`src/rtl/pirdsp_pkg.sv`:
```
// Shared PIRDSP definitions: carry-out field layout of the P register stage.
package pirdsp_pkg;

  localparam int unsigned CARRY_W  = 5;
  localparam int unsigned SIDM_BIT = 4;
  localparam int unsigned CZ_LSB   = 2;
  localparam int unsigned CW_LSB   = 0;

  typedef struct packed {
    logic       sidm;
    logic [1:0] cz;
    logic [1:0] cw;
  } carry_t;

endpackage

```
`src/rtl/alu_p_register_stage_pattern_detector.sv`:
```
// Masked pattern / inverted-pattern match on the ALU result (combinational).
module pattern_detector #(
  parameter int unsigned Width = 8
) (
  input  logic [Width-1:0] s_in,
  input  logic [Width-1:0] pattern,
  input  logic [Width-1:0] mask,
  output logic             pd,
  output logic             pdb
);

  assign pd  = &((s_in ~^ pattern) | mask);
  assign pdb = &((s_in ^ pattern) | mask);

endmodule

```
`src/rtl/alu_p_register_stage.sv`:
```
// P register and accumulation-window control downstream of the SIMD ALU,
// with registered pattern-detect and overflow/underflow flags.
module alu_p_register_stage
  import pirdsp_pkg::*;
#(
  parameter int unsigned Width    = 8,
  parameter int unsigned LenWidth = 8
) (
  input  logic                clk,
  input  logic                rst_n,
  input  logic                ce_p,
  input  logic                in_valid,
  input  logic [Width-1:0]    s_in,
  input  logic [1:0]          cout_w_x_y_in,
  input  logic [1:0]          cout_z_w_x_y_in,
  input  logic                sidm_carry_in,
  input  logic [LenWidth-1:0] acc_len,
  input  logic                acc_clear,
  input  logic [Width-1:0]    pattern,
  input  logic [Width-1:0]    mask,
  output logic [Width-1:0]    p,
  output logic [CARRY_W-1:0]  carry_out,
  output logic                fb_zero,
  output logic                p_done,
  output logic                pattern_detect,
  output logic                pattern_b_detect,
  output logic                overflow,
  output logic                underflow,
  output logic                ovf_sticky
);

  logic [Width-1:0]    p_q, p_d;
  carry_t              carry_q, carry_d;
  logic [LenWidth-1:0] cnt_q, cnt_d;
  logic                done_q, done_d;
  logic                pd_q, pd_d, pdb_q, pdb_d;
  logic                ovf_q, ovf_d, unf_q, unf_d;
  logic                sticky_q, sticky_d;

  logic                pd, pdb;
  logic                accept;
  logic                first;
  logic                ou;
  logic [LenWidth-1:0] pos;

  pattern_detector #(.Width(Width)) u_pattern_detector (
    .s_in    (s_in),
    .pattern (pattern),
    .mask    (mask),
    .pd      (pd),
    .pdb     (pdb)
  );

  assign accept = ce_p & in_valid;

  // Next-state: accepts advance the window; a clear alone restarts it.
  always_comb begin
    p_d      = p_q;
    carry_d  = carry_q;
    cnt_d    = cnt_q;
    done_d   = done_q;
    pd_d     = pd_q;
    pdb_d    = pdb_q;
    ovf_d    = ovf_q;
    unf_d    = unf_q;
    sticky_d = sticky_q;
    first    = 1'b0;
    ou       = 1'b0;
    pos      = cnt_q;

    if (accept) begin
      p_d     = s_in;
      carry_d = '{sidm: sidm_carry_in, cz: cout_z_w_x_y_in, cw: cout_w_x_y_in};
      pd_d    = pd;
      pdb_d   = pdb;
      ovf_d   = pd_q & ~pd & ~pdb;
      unf_d   = pdb_q & ~pd & ~pdb;
      ou      = ovf_d | unf_d;
      first   = acc_clear | (cnt_q == '0);
      pos     = acc_clear ? '0 : cnt_q;
      // >= rather than == so a shortened acc_len closes an overrun window.
      if (pos >= acc_len) begin
        cnt_d  = '0;
        done_d = 1'b1;
      end else begin
        cnt_d  = pos + LenWidth'(1);
        done_d = 1'b0;
      end
      sticky_d = first ? ou : (sticky_q | ou);
    end else begin
      if (ce_p) begin
        done_d = 1'b0;
      end
      if (acc_clear) begin
        cnt_d    = '0;
        sticky_d = 1'b0;
      end
    end
  end

  always_ff @(posedge clk) begin
    if (!rst_n) begin
      p_q      <= '0;
      carry_q  <= '0;
      cnt_q    <= '0;
      done_q   <= 1'b0;
      pd_q     <= 1'b0;
      pdb_q    <= 1'b0;
      ovf_q    <= 1'b0;
      unf_q    <= 1'b0;
      sticky_q <= 1'b0;
    end else begin
      p_q      <= p_d;
      carry_q  <= carry_d;
      cnt_q    <= cnt_d;
      done_q   <= done_d;
      pd_q     <= pd_d;
      pdb_q    <= pdb_d;
      ovf_q    <= ovf_d;
      unf_q    <= unf_d;
      sticky_q <= sticky_d;
    end
  end

  assign p                = p_q;
  assign carry_out        = carry_q;
  assign fb_zero          = (cnt_q == '0);
  assign p_done           = done_q;
  assign pattern_detect   = pd_q;
  assign pattern_b_detect = pdb_q;
  assign overflow         = ovf_q;
  assign underflow        = unf_q;
  assign ovf_sticky       = sticky_q;

endmodule
```
`config.mk`:
```
export PLATFORM = sky130hd
export DESIGN_NAME = alu_p_register_stage
export DESIGN_NICKNAME = d
export VERILOG_FILES = /design/src/rtl/pirdsp_pkg.sv /design/src/rtl/alu_p_register_stage_pattern_detector.sv /design/src/rtl/alu_p_register_stage.sv
export SDC_FILE = /design/constraint.sdc
export NUM_CORES = 1
export LEC_CHECK = 0
export CAP_MARGIN = 15
export CORE_ASPECT_RATIO = 1.75
export CORE_MARGIN = 3
export CORE_UTILIZATION = 66
export DETAILED_ROUTE_END_ITERATION = 16
export DONT_BUFFER_PORTS = 1
export PLACE_DENSITY = 0.82
export SLEW_MARGIN = 0
export SYNTH_ARGS = -nofsm -noshare
export SYNTH_HDL_FRONTEND = slang
export SYNTH_SLANG_ARGS = --single-unit
export TNS_END_PERCENT = 100
```
`constraint.sdc`:
```
create_clock -name clk -period 5.25 [get_ports clk]
set_input_delay 0.525 -clock clk [delete_from_list [all_inputs] [get_ports clk]]
set_output_delay 0.525 -clock clk [all_outputs]
set_load 0.1 [all_outputs]
```
==> results.json, run 1 <==
{
  "outcome": "complete, no violations",
  "cap_violations": 0,
  "fin_util": 0.728,
  "die_h_um": 69.5,
  "ir_worst_vdd_uv": 202,
  "vias_per_cell": 6.14,
  "power_frac_seq": 0.659,
  "route.detailed.drc": 0,
  "grt.total_usage": 0.232,
  "max_freq_mhz": 381,
  "ant_nets": 0,
  "io_buffers": 0,
  "yosysTopAreaCellShare": 0.355,
  "clock_sinks": 27,
  "clk_pin_slew_ns": 0.13,
  "cp.required_ns": 4.72,
  "ys_ff_latch": 27,
  "swShare": 0.318,
  "wl_met2_um": 1780,
  "fin_setup_tns_ns": 0,
  "fin_area_um2": 1560,
  "worst_setup_path_start_kind": "flop",
  "min_path_type": "input port to flop",
  "clockRootBuffer": "clkbuf_4",
  "reg2regPathDepth": 4,
  "worstHoldStart": "rst_n",
  "insertion_delay_ns": 0.31,
  "finalCriticalPeriod_ns": 2.63,
  "nets": 238,
  "cellInternalPower_mw": 0.260,
  "p_per_area_nw_per_um2": 244,
  "worstMarginPinSlew_ns": 1.10,
  "finalCritPeriodShare": 0.501,
  "clockBufferDepth": 2,
  "p_leak_nw": 0.697,
  "dpl_cell_area_um2": 1540,
  "yosysUniqueCellTypes": 33,
  "synth_top_cell_by_area": "dfxtp_1",
  "io_pins": 62,
  "rsz0062_at_grt": "false",
  "slew_viol_final": 0,
  "design.core.area_um2": 2150,
  "wl_per_cell_um": 15.5,
  "cpLargestDelayFamily": "simple AND/OR/NAND/NOR gates",
  "hold_viol_final": 0,
  "yosys_warnings": 0,
  "layout_setup_ws_ns": 2.62,
  "path_cells": "or4_1 -> nor2_2",
  "clock-skew-final_ns": 0.00210,
  "crit_fanout": 3,
  "place_hpwl_um": 2640,
  "place_congestion": 0.790,
  "comb_power_share": 0.116,
  "syn_avg_cell_area_um2": 8.06,
  "grt_start_max_net_pins": 31,
  "cp_slowest_cell": "nor2_2",
  "clockPowerShare": 0.225,
  "reg2reg_to": "ovf_sticky",
  "start_util": 0.709,
  "area_growth_pct": 2.63,
  "netlist_area_um2": 1520,
  "cts_buffers": 3,
  "worstPathArrival_ns": 2.10,
  "maxSlewHeadroom": 0.265,
  "dp_slack_ns": 2.97,
  "power_switching_mw": 0.121,
  "cp_slowest_stage_delay_ns": 0.87,
  "setup_viol": 0,
  "setup.worst_path.end_class": "primary output",
  "cts_tree": "yes",
  "drt_wl_total_um": 3280,
  "cp.buffers_inverters": 0,
  "die_w_um": 42.3,
  "antenna_cells": 0,
  "syn_nets": 239,
  "cts-resized-gates": 0,
  "syn-instance-count": 189,
  "drtPass1Iterations": 4,
  "synthTopCellsByArea": "dfxtp_1 35%, nand2_1 8.9%, a21boi_0 7.9%, xnor2_1 6.9%, ha_1 6.6%",
  "vias": 1295,
  "ys_seq_area_frac": 0.355,
  "drive_gt1_frac": 0.0321,
  "postCtsSetupBuffers": 0,
  "gr-total-overflow": 0,
  "dieArea_um2": 2940,
  "crit_type": "flop to primary output",
  "grt_pass1_vias": 1360,
  "worstHoldPathCells": 1,
  "grt_first_pass_wirelength_um": 5490,
  "instances_no_fill": 211,
  "cts-hold-fix-buffers": 0,
  "reg2reg_setup_slack_ns": 3.00,
  "hold_end": "cnt_q[0]",
  "placed_cells": 207,
  "highest_layer": "met4",
  "cts.htree.levels": 1,
  "wl_met1_um": 1190,
  "row_count": 22,
  "wl_met3_um": 235,
  "antenna_found_initial": 0,
  "p_total_mw": 0.381,
  "timing.rr.start": "cnt_q[2]",
  "drt_iter0_drc": 25,
  "holdWs_ns": 0.324
}
==> synthesized netlist by cell type, drive strengths merged <==
library cell / count
a211oi: 4
a21boi: 16
a21o: 2
a21oi: 2
a22oi: 4
a311o: 1
a32o: 2
a41oi: 1
and2: 2
and2b: 4
and3: 7
and4: 1
and4b: 1
clkbuf: 7
dfxtp: 27
ha: 8
inv: 16
nand2: 36
nand2b: 6
nand3: 5
nor2: 7
nor2b: 1
nor3: 2
nor4: 1
o21a: 2
o21ai: 4
o22ai: 4
o31a: 1
or4: 2
xnor2: 12
xor2: 1
==> power by group through the flow <==
stage	combinational, mW	sequential (mW)	clock [mW]
4_1_cts	0.0445	0.251	0.0892
3_5_place_dp	0.0443	0.256	0
5_1_grt	0.0496	0.252	0.0989
2_1_floorplan	0.0388	0.254	0
6_report	0.0441	0.251	0.0859
3_3_place_gp	0.0416	0.256	0
==> state kept, by name, summed over array words and instances, names as in the netlist <==
signal and flops:
cnt_q 8, ovf_sticky 1, underflow 1, carry_out 5
p_done 1, p 8, pattern_b_detect 1, pattern_detect 1
overflow 1
==> cells in the final DEF (no fill, tap or decap), drive strengths merged <==
| cell type | count |
|---|---|
| o21ai | 4 |
| a21oi | 2 |
| a211oi | 4 |
| xor2 | 1 |
| dfxtp | 27 |
| and2 | 2 |
| and4b | 1 |
| or4 | 2 |
| o22ai | 4 |
| nand3 | 5 |
| and3 | 7 |
| nand2b | 6 |
| o31a | 1 |
| a21o | 2 |
| a311o | 1 |
| ha | 8 |
| nand2 | 36 |
| nor4 | 1 |
| a41oi | 1 |
| a21boi | 16 |
| nor3 | 2 |
| nor2b | 1 |
| clkbuf | 4 |
| and2b | 4 |
| a32o | 2 |
| inv | 16 |
| xnor2 | 12 |
| nor2 | 7 |
| a22oi | 4 |
| buf | 1 |
| and4 | 1 |
| o21a | 2 |
==> layout make-up <==
| type | instances | area [um2] |
|---|---|---|
| fill | 185 | 584 |
| timing repair buffer | 1 | 7.51 |
| multi-input combinational | 139 | 898 |
| clock buffer | 4 | 26.3 |
| sequential | 27 | 541 |
| tap | 24 | 30.0 |
| inverter | 16 | 60.1 |
==> metal layers <==
layer / vias to the layer above / global-route usage
li1: 644 / -
met1: 586 / 0.230
met2: 57 / 0.433
met3: 8 / 0.0390
met4: 0 / 0.128
met5: - / 0
==> cells by family (layout without fill, tap and decap cells) <==
family | count (synthesis) | in the layout | share of synthesized area
and+or+nand+nor | 75 | 75 | 0.242
AOI/OAI and AO/OA | 43 | 43 | 0.205
DFF | 27 | 27 | 0.355
buffers and inverters | 23 | 21 | 0.0567
xor gates and xnor gates | 13 | 13 | 0.0748
adders and majority gates | 8 | 8 | 0.0657
==> how the worst max path moves through the flow <==
stage | start | end | slack (ns) | cells past startpoint
after floorplan | cnt_q[2] | fb_zero | 2.60 | 2
after global placement | cnt_q[2] | fb_zero | 2.98 | 2
after detailed placement | cnt_q[2] | fb_zero | 2.97 | 2
after CTS | cnt_q[2] | fb_zero | 2.60 | 2
after global routing | cnt_q[2] | fb_zero | 2.56 | 2
final | cnt_q[2] | fb_zero | 2.62 | 2
Power figures use the tool's default switching activity.
==> inputs of run 2 (changes only) <==
--- a/config.mk
+++ b/config.mk
@@ -8,10 +8,10 @@
 export CAP_MARGIN = 15
 export CORE_ASPECT_RATIO = 1.75
 export CORE_MARGIN = 3
-export CORE_UTILIZATION = 66
+export CORE_UTILIZATION = 62
 export DETAILED_ROUTE_END_ITERATION = 16
 export DONT_BUFFER_PORTS = 1
-export PLACE_DENSITY = 0.82
+export PLACE_DENSITY = 0.78
 export SLEW_MARGIN = 0
 export SYNTH_ARGS = -nofsm -noshare
 export SYNTH_HDL_FRONTEND = slang
==> constraint.sdc (replaced) <==
create_clock -name clk -period 2.5 [get_ports clk]
set_input_delay 0.25 -clock clk [delete_from_list [all_inputs] [get_ports clk]]
set_output_delay 0.25 -clock clk [all_outputs]
set_load 0.1 [all_outputs]
==> results.json, run 2 (synthesis results as in run 1) <==
{
  "cts-hold-fix-buffers": 0,
  "ir_worst_vdd_uv": 514,
  "cts-resized-gates": 0,
  "worst_setup_path_start_kind": "flop",
  "worstPathArrival_ns": 2.28,
  "top_usage_layer": "met2",
  "cts_buffers": 3,
  "cp_slowest_stage_delay_ns": 0.38,
  "dieArea_um2": 3110,
  "io_pins": 62,
  "max_freq_mhz": 485,
  "cap_violations": 0,
  "dpl_cell_area_um2": 1700,
  "rsz0062_at_grt": "false",
  "maxSlewHeadroom": 0.633,
  "drtPass1Iterations": 4,
  "antenna_cells": 0,
  "insertion_delay_ns": 0.27,
  "wl_per_cell_um": 14.6,
  "cts_tree": "yes",
  "met1_usage": 0.217,
  "drt_wl_total_um": 3400,
  "antenna_found_initial": 0,
  "gr-total-overflow": 0,
  "grt_start_max_net_pins": 31,
  "slew_viol_final": 0,
  "fin_setup_tns_ns": 0,
  "path_cells": "and2b_1 -> ha_1 -> a211oi_1 -> nor2_1 -> a311o_1 -> a211oi_1 -> o31a_1",
  "grtUsageMet3": 0.0653,
  "seqCellArea_um2": 541,
  "setup.worst_path.end_class": "flop",
  "vias_per_cell": 5.91,
  "clockRootBuffer": "clkbuf_8",
  "area_growth_pct": 14.3,
  "min_path_type": "input port to flop",
  "nets": 259,
  "cp.required_ns": 2.72,
  "dp_slack_ns": 0.498,
  "drive_gt1_frac": 0.130,
  "crit_top_cell": "a211oi_1",
  "row_count": 23,
  "start_util": 0.661,
  "clockBufferDepth": 2,
  "layout_common_cells": "36 x nand2_1, 27 x dfxtp_1, 22 x buf_4, 16 x inv_1, 16 x a21boi_0",
  "finalCritPeriodShare": 0.824,
  "setup_viol": 0,
  "postCtsSetupBuffers": 0,
  "ant_nets": 0,
  "grt.total_usage": 0.235,
  "p_per_area_nw_per_um2": 501,
  "p_leak_nw": 0.816,
  "hold_viol_final": 0,
  "worstMarginPinSlew_ns": 0.550,
  "layout_setup_ws_ns": 0.439,
  "crit_fanout": 5,
  "clock-skew-final_ns": 0.00369,
  "clk_pin_slew_ns": 0.08,
  "grt_pass1_vias": 1440,
  "route.detailed.drc": 0,
  "design.core.area_um2": 2300,
  "reg2reg_setup_slack_ns": 0.44,
  "final_common_cell": "nand2_1",
  "place_hpwl_um": 2780,
  "fillCellCount": 173,
  "outcome": "complete, no violations",
  "finalCriticalPeriod_ns": 2.06,
  "die_w_um": 43.5,
  "io_buffers": 0,
  "place_congestion": 0.837,
  "die_h_um": 71.6,
  "fin_area_um2": 1740,
  "clock_sinks": 27,
  "use_met2": 0.453,
  "drt_iter0_drc": 14,
  "crit_type": "flop to flop",
  "grt_first_pass_wirelength_um": 5740,
  "cp_slowest_cell": "a311o_1",
  "multi_input_area_um2": 898,
  "cts.htree.levels": 1,
  "vias": 1378
}
## run 2: area by class of cell
cell class              instances  area share
clock buffers                   4      0.0259
inverters                      16      0.0345
multi-input cells             139       0.516
flip-flops and latches         27       0.311
well taps                      25      0.0180
repair buffers                 22      0.0949
## run 2: layer usage
metal / part of all wire / vias up
met3: 0.066 / 11
met2: 0.56 / 52
met1: 0.35 / 634
met4: 0.026 / 0
li1: - / 681
met5: 0 / -
## run 2: path summary, 6_finish.rpt
check / cells past startpoint / to / from
worst min-delay path: 1 / cnt_q[1] / rst_n
worst min register to register: 2 / p[5] / p[5]
worst max register to register: 7 / cnt_q[2] / cnt_q[5]
worst max-delay path: 7 / cnt_q[2] / cnt_q[5]
## run 2: power breakdown
group	total (mW)	switching (mW)	internal, mW
registers	0.445	0.00380	0.441
clock network	0.235	0.121	0.114
logic	0.192	0.136	0.0557
total	0.873	0.262	0.611
## run 2: stage by stage
step                 util  instances  power (mW)  hold WS [ns]
finish              0.756        233       0.873         0.101
global route        0.756        233       0.914        0.0849
CTS                 0.756        233       0.881        0.0945
detailed placement  0.736        229       0.647         0.376
global placement    0.736        229       0.642         0.372
floorplan               -        189       0.616         0.395
## run 2: critical path: cells and delay by family, from the launching register on
family	cells	cell delay [ns]
AOI/OAI and AO/OA	4	1.10
adders and majority gates	1	0.30
DFF	1	0.33
and+or+nand+nor	2	0.28
